### src/rtl/i2s_rx_packer_if.sv
// i2s_rx_packer_if: valid/ready stream carrying packed {left,right} frames to the consumer.
interface i2s_rx_packer_if #(parameter int W = 32);
   logic [W-1:0] sample_data;
   logic         sample_valid;
   logic         sample_ready;
   modport master (output sample_data, sample_valid, input sample_ready);
   modport slave  (input sample_data, sample_valid, output sample_ready);
endinterface

### src/rtl/i2s_rx_packer.sv
// i2s_rx_packer: I2S capture into a {left,right} frame FIFO on mon_clk.
// Define I2S_RX_LJ_EN for left-justified framing (MSB on the lrck-change bit).
module i2s_rx_packer #(
   parameter int WIDTH      = 16,
   parameter int DEPTH_LOG2 = 2
) (
   input  logic                  mon_clk,
   input  logic                  reset_n,
   input  logic                  enable,
   input  logic                  bclk,
   input  logic                  lrck,
   input  logic                  sdata,
   i2s_rx_packer_if.master       smp,
   output logic                  overflow,
   input  logic                  clear_ovf,
   output logic [DEPTH_LOG2:0]   fifo_level
);
   localparam int DEPTH = 2**DEPTH_LOG2;
   localparam int CW    = $clog2(WIDTH + 1);
   typedef enum logic [1:0] {IDLE, WAIT_L, LEFT, RIGHT} state_t;
   state_t                state, state_nxt;
   logic [2:0]            bclk_q;
   logic [1:0]            lr_q, sd_q;
   logic                  lr_prev, tick, chg, lr_s, bit_s, push, pop, full, wr;
   logic [WIDTH-1:0]      sr, left_w, ins, fin, sr0;
   logic [CW-1:0]         count, c0, sh;
   logic [2*WIDTH-1:0]    mem [DEPTH];
   logic [DEPTH_LOG2-1:0] wp, rp;

   assign tick  = bclk_q[1] & ~bclk_q[2];
   assign lr_s  = lr_q[1];
   assign bit_s = sd_q[1];
   assign chg   = tick & (lr_s != lr_prev);
   assign sh    = CW'(WIDTH - 1) - count;
   // Bits land MSB-first at their final position, so short words come out left-aligned.
   assign ins   = (count < CW'(WIDTH)) ? sr | ({{(WIDTH-1){1'b0}}, bit_s} << sh) : sr;
`ifdef I2S_RX_LJ_EN
   assign fin   = sr;
   assign sr0   = {bit_s, {(WIDTH-1){1'b0}}};
   assign c0    = CW'(1);
`else
   assign fin   = ins;
   assign sr0   = '0;
   assign c0    = '0;
`endif
   assign push  = enable & chg & (state == RIGHT);
   assign pop   = smp.sample_valid & smp.sample_ready;
   assign full  = fifo_level == (DEPTH_LOG2+1)'(DEPTH);
   assign wr    = push & (~full | pop);
   assign smp.sample_valid = fifo_level != '0;
   assign smp.sample_data  = mem[rp];

   always_comb begin
      state_nxt = state;
      case (state)
         IDLE:    state_nxt = WAIT_L;
         WAIT_L:  state_nxt = (chg & ~lr_s) ? LEFT : WAIT_L;
         LEFT:    state_nxt = chg ? RIGHT : LEFT;
         RIGHT:   state_nxt = chg ? LEFT : RIGHT;
         default: state_nxt = IDLE;
      endcase
      if (!enable) state_nxt = IDLE;
   end

   always_ff @(posedge mon_clk or negedge reset_n) begin
      if (!reset_n) begin
         state   <= IDLE;
         bclk_q  <= '0;
         lr_q    <= '0;
         sd_q    <= '0;
         lr_prev <= 1'b0;
         sr      <= '0;
         count   <= '0;
         left_w  <= '0;
      end else begin
         state  <= state_nxt;
         bclk_q <= {bclk_q[1:0], bclk};
         lr_q   <= {lr_q[0], lrck};
         sd_q   <= {sd_q[0], sdata};
         if (tick) lr_prev <= lr_s;
         if (state == WAIT_L && chg && !lr_s) begin
            sr    <= sr0;
            count <= c0;
         end else if ((state == LEFT || state == RIGHT) && tick) begin
            if (chg) begin
               sr    <= sr0;
               count <= c0;
               if (state == LEFT) left_w <= fin;
            end else begin
               sr    <= ins;
               count <= count + CW'(count < CW'(WIDTH));
            end
         end
      end
   end

   always_ff @(posedge mon_clk or negedge reset_n) begin
      if (!reset_n) begin
         for (int i = 0; i < DEPTH; i++) mem[i] <= '0;
         wp         <= '0;
         rp         <= '0;
         fifo_level <= '0;
         overflow   <= 1'b0;
      end else begin
         if (wr) begin
            mem[wp] <= {left_w, fin};
            wp      <= wp + 1'b1;
         end
         if (pop) rp <= rp + 1'b1;
         fifo_level <= fifo_level + (DEPTH_LOG2+1)'(wr) - (DEPTH_LOG2+1)'(pop);
         overflow   <= clear_ovf ? 1'b0 : overflow | (push & full & ~pop);
      end
   end
endmodule
### src/flat_wrapper.sv
// flat-port wrapper written by rule: the top's interface ports become plain ports
module i2s_rx_packer_flat 
#(
   parameter int WIDTH      = 16,
   parameter int DEPTH_LOG2 = 2
)
  (mon_clk, reset_n, enable, bclk, lrck, sdata, overflow, clear_ovf, fifo_level, smp_sample_data, smp_sample_valid, smp_sample_ready);
  i2s_rx_packer_if smp_i ();
  input  logic mon_clk;
  input  logic reset_n;
  input  logic enable;
  input  logic bclk;
  input  logic lrck;
  input  logic sdata;
  output logic overflow;
  input  logic clear_ovf;
  output logic [DEPTH_LOG2:0] fifo_level;
  output wire logic [$bits(smp_i.sample_data)-1:0] smp_sample_data;
  output wire logic [$bits(smp_i.sample_valid)-1:0] smp_sample_valid;
  input wire logic [$bits(smp_i.sample_ready)-1:0] smp_sample_ready;
  assign smp_sample_data = smp_i.sample_data;
  assign smp_sample_valid = smp_i.sample_valid;
  assign smp_i.sample_ready = smp_sample_ready;
  i2s_rx_packer #(.WIDTH(WIDTH), .DEPTH_LOG2(DEPTH_LOG2)) u_core (.mon_clk(mon_clk), .reset_n(reset_n), .enable(enable), .bclk(bclk), .lrck(lrck), .sdata(sdata), .smp(smp_i), .overflow(overflow), .clear_ovf(clear_ovf), .fifo_level(fifo_level));
endmodule
### config.mk
export PLATFORM = sky130hd
export DESIGN_NAME = i2s_rx_packer_flat
export DESIGN_NICKNAME = d
export VERILOG_FILES = /design/src/rtl/i2s_rx_packer_if.sv /design/src/rtl/i2s_rx_packer.sv /design/src/flat_wrapper.sv
export SDC_FILE = /design/constraint.sdc
export NUM_CORES = 1
export LEC_CHECK = 0
export CORE_ASPECT_RATIO = 0.75
export CORE_MARGIN = 4
export CORE_UTILIZATION = 30
export DETAILED_ROUTE_END_ITERATION = 8
export GPL_TIMING_DRIVEN = 0
export PLACE_DENSITY = 0.46
export SYNTH_ARGS = -nofsm -noshare
export SYNTH_HDL_FRONTEND = slang
export SYNTH_SLANG_ARGS = --single-unit
### constraint.sdc
create_clock -name mon_clk -period 2.07 [get_ports mon_clk]
set_input_delay 0.414 -clock mon_clk [delete_from_list [all_inputs] [get_ports mon_clk]]
set_output_delay 0.414 -clock mon_clk [all_outputs]
set_load 0.03 [all_outputs]
==> run metrics <==
ant diodes=0; Syn Std Cell Area=8843 um2; Post-synth EDFFs=0; Die X=206.3 um; H-tree Lvls=4; die height=156.7 um; Layout Area Growth over Synthesis=21.17%; Final Hold Violating Endpoints=0; Reg-to-Reg End=u_core.mem[80]; outcome=finished with violations; Placed Area=slightly below 10000 um2; final core occ=0.3688; Sink Count=183; Unique masters post-synth=50; DR vias/cell=4.738; Final setup violation count=32; global route overflow=0; # IOs=between 40 and 50; fin area=between 10000 and 15000 um2; largest net degree at the start of global routing=129; Leak=between 4 and 5 nW; filler cell count=around 2700; Hold Crit Start=u_core.bclk_q[0]; area leader, netlist=dfrtp_1; PortBufs=44; clock root buffer=clkbuf_16; wire per inst=20.62 um; Crit path arrival time=around 1900 ps; Setup WS post-layout=-214.5 ps; Clock Skew=8.111 ps; TritonCTS clock tree=yes; Starting Density=0.3044; Synth top area share=0.5178; syn nets=between 500 and 600; R2R Setup Slk=80 ps; endpoint class of the critical path=output pin; top cells by area, synth=dfrtp_1, mux2_4, mux4_2, mux2_2, buf_6; final WL=~21000 um; Cells after Synth=549; ys flop type=dfrtp_1; failing checks=negative setup slack; die footprint=about 32000 um2; Max-slew headroom=0.5377; crit path time final=~2300 ps; Worst path most repeated cell=buf_6; DRC=0; Max Fclk=between 400 and 500 MHz; CP Buf/Inv Count=3; Slew Viols, Final=0; TritonCTS Buffers=17; RSZ-0062 raised after global routing=yes; peak supply drop=roughly 0.00054 V; initial antenna violation count=0; hold_ws=353.1 ps; nets=649; via count=between 4000 and 5000; Seq. cell area=roughly 4600 um2; CP Class=reg2out; share of flip-flops with an asynchronous set or reset=1.000; synthesis warning total=0; Levels on crit path=4; global-route wire length before repair=about 34000 um; GP Congestion=between 0.7 and 0.8; placement row count=between 50 and 60; worst path required time=approximately 1700 ps; CTS clk-pin slew, worst paths=70 ps; MaxCap Viol Count=0; Skew-Pair Late Insertion Delay=around 430 ps; synthesized area per cell=around 16 um2; final cycle utilization of the critical path=1.104; Setup crit start kind=flip-flop; GRT Overall Usage=0.1377; footprint of the multi-input gates=just under 4000 um2; most frequent cell after synthesis=dfrtp_1; Slew @ Worst Pin=roughly 680 ps; Crit path largest cell delay=between 500 and 600 ps; vias in the first global route=roughly 5600; Max stage delay cell, worst path=mux4_2; WHS Endpoint=u_core.bclk_q[1]; length of the first detailed-routing pass in iterations=4; Post-DRT Antenna Nets=0; Hold WC Path Type=reg2reg; dpl ws=-913.4 ps; P per Cell Area=between 800 and 900 nW/um2; DRT iter0 DRCs=roughly 210; R2R cell count=6; RR Startpoint=u_core.bclk_q[2]; commonest cells in the netlist=dfrtp_1, mux2_4, mux4_2, inv_1, mux2_2; flops & latches, synth=approximately 180; Seq/Total Area, Yosys=0.5178; Max FO, Critical Path=5; CP Cell Sequence=buf_6 > clkbuf_16 > mux4_2 > buf_6; WHS Path Cells=0; core outline area=29050 um2; Top Family by Delay on Critical Path=multiplexers; CTS max path bufs=2; HPWL after DPL=14070 um; layout cells sized above 1=0.4930
-- worst max path at each step --
stage	start	to	slack (ps)
final	u_core.rp[0]	smp_sample_data[22]	-210
after global routing	u_core.rp[0]	smp_sample_data[22]	-280
after CTS	u_core.rp[0]	smp_sample_data[8]	-230
after detailed placement	u_core.rp[0]	smp_sample_data[12]	-910
after global placement	reset_n	u_core.fifo_level[0]	-7530
after floorplan	u_core.fifo_level[0]	u_core.fifo_level[2]	10
-- sequential cells by signal, summed over array words and instances, names as in the netlist --
register and cells:
u_core.mem 128, u_core.left_w 16, u_core.sr 16, u_core.count 5, u_core.bclk_q 3, u_core.fifo_level 3
u_core.lr_q 2, u_core.rp 2, u_core.sd_q 2, u_core.state 2, u_core.wp 2, u_core.lr_prev 1
u_core.overflow 1
-- area by class of cell --
type / instances / share of cell area
Buffer: 32 / 0.02943
Timing Repair Buffer: 68 / 0.06889
Sequential cell: 183 / 0.4283
Clock inverter: 8 / 0.007006
Inverter: 28 / 0.009808
Clock buffer: 22 / 0.04425
Multi-Input combinational cell: 302 / 0.3665
Tap cell: 392 / 0.04577
-- repair_timing --
item,4_1_cts,5_1_grt
buffers inserted,20,1
resized for setup,248,20
pin swaps,8,0
hold buffers,1,0
endpoints found under the hold margin,55,0
setup endpoints to repair,165,129
gates cloned,1,2
-- per-stage QoR --
stage | TNS, ps | total power, mW | cells
3_3_place_gp | -1334890 | 5.480 | 985
3_5_place_dp | -90790 | 5.548 | 986
6_report | -5664 | 8.983 | 1035
4_1_cts | -6266 | 9.043 | 1036
5_1_grt | -7764 | 9.401 | 1035
2_1_floorplan | 0 | 4.916 | 549
-- layout by cell type (no fill, tap or decap), types with 7 or more instances in the layout --
cell,count
clkbuf_16,19
o211ai_1,17
mux2_2,25
clkdlybuf4s50_1,10
buf_6,42
buf_4,19
ha_1,7
mux4_2,32
a21oi_1,17
mux2_4,120
a21o_1,12
inv_1,28
dfrtp_2,8
dfrtp_1,175
-- logic make-up after synthesis --
group,synth area share
AO/OA/AOI/OAI,0.05249
AND/OR/NAND/NOR,0.04796
flip-flops,0.5178
XOR/XNOR,0.008066
multiplexers,0.3193
buffers and inverters,0.04075
adder cells (fa/ha/maj),0.01358
-- routing by layer --
metal / wire length [um] / share of wire / global-route usage / up-vias
met5: 0 / 0 / 0 / -
met2: 9409 / 0.44 / 0.2055 / 63
li1: - / - / - / 2184
met1: 11090 / 0.52 / 0.2070 / 2643
met3: 673 / 0.032 / 0.03108 / 14
met4: 174 / 0.0082 / 0.02660 / 0
-- power by group --
group / internal [mW] / switching, mW / total (mW) / leakage (nW)
clock: 1.73 / 1.40 / 3.13 / 0.260
sequential: 3.70 / 0.189 / 3.89 / 2.50
combinational: 0.897 / 1.07 / 1.96 / 2.12
total: 6.33 / 2.65 / 8.98 / 4.88
Note: power is estimated with default switching activity, not from simulation.
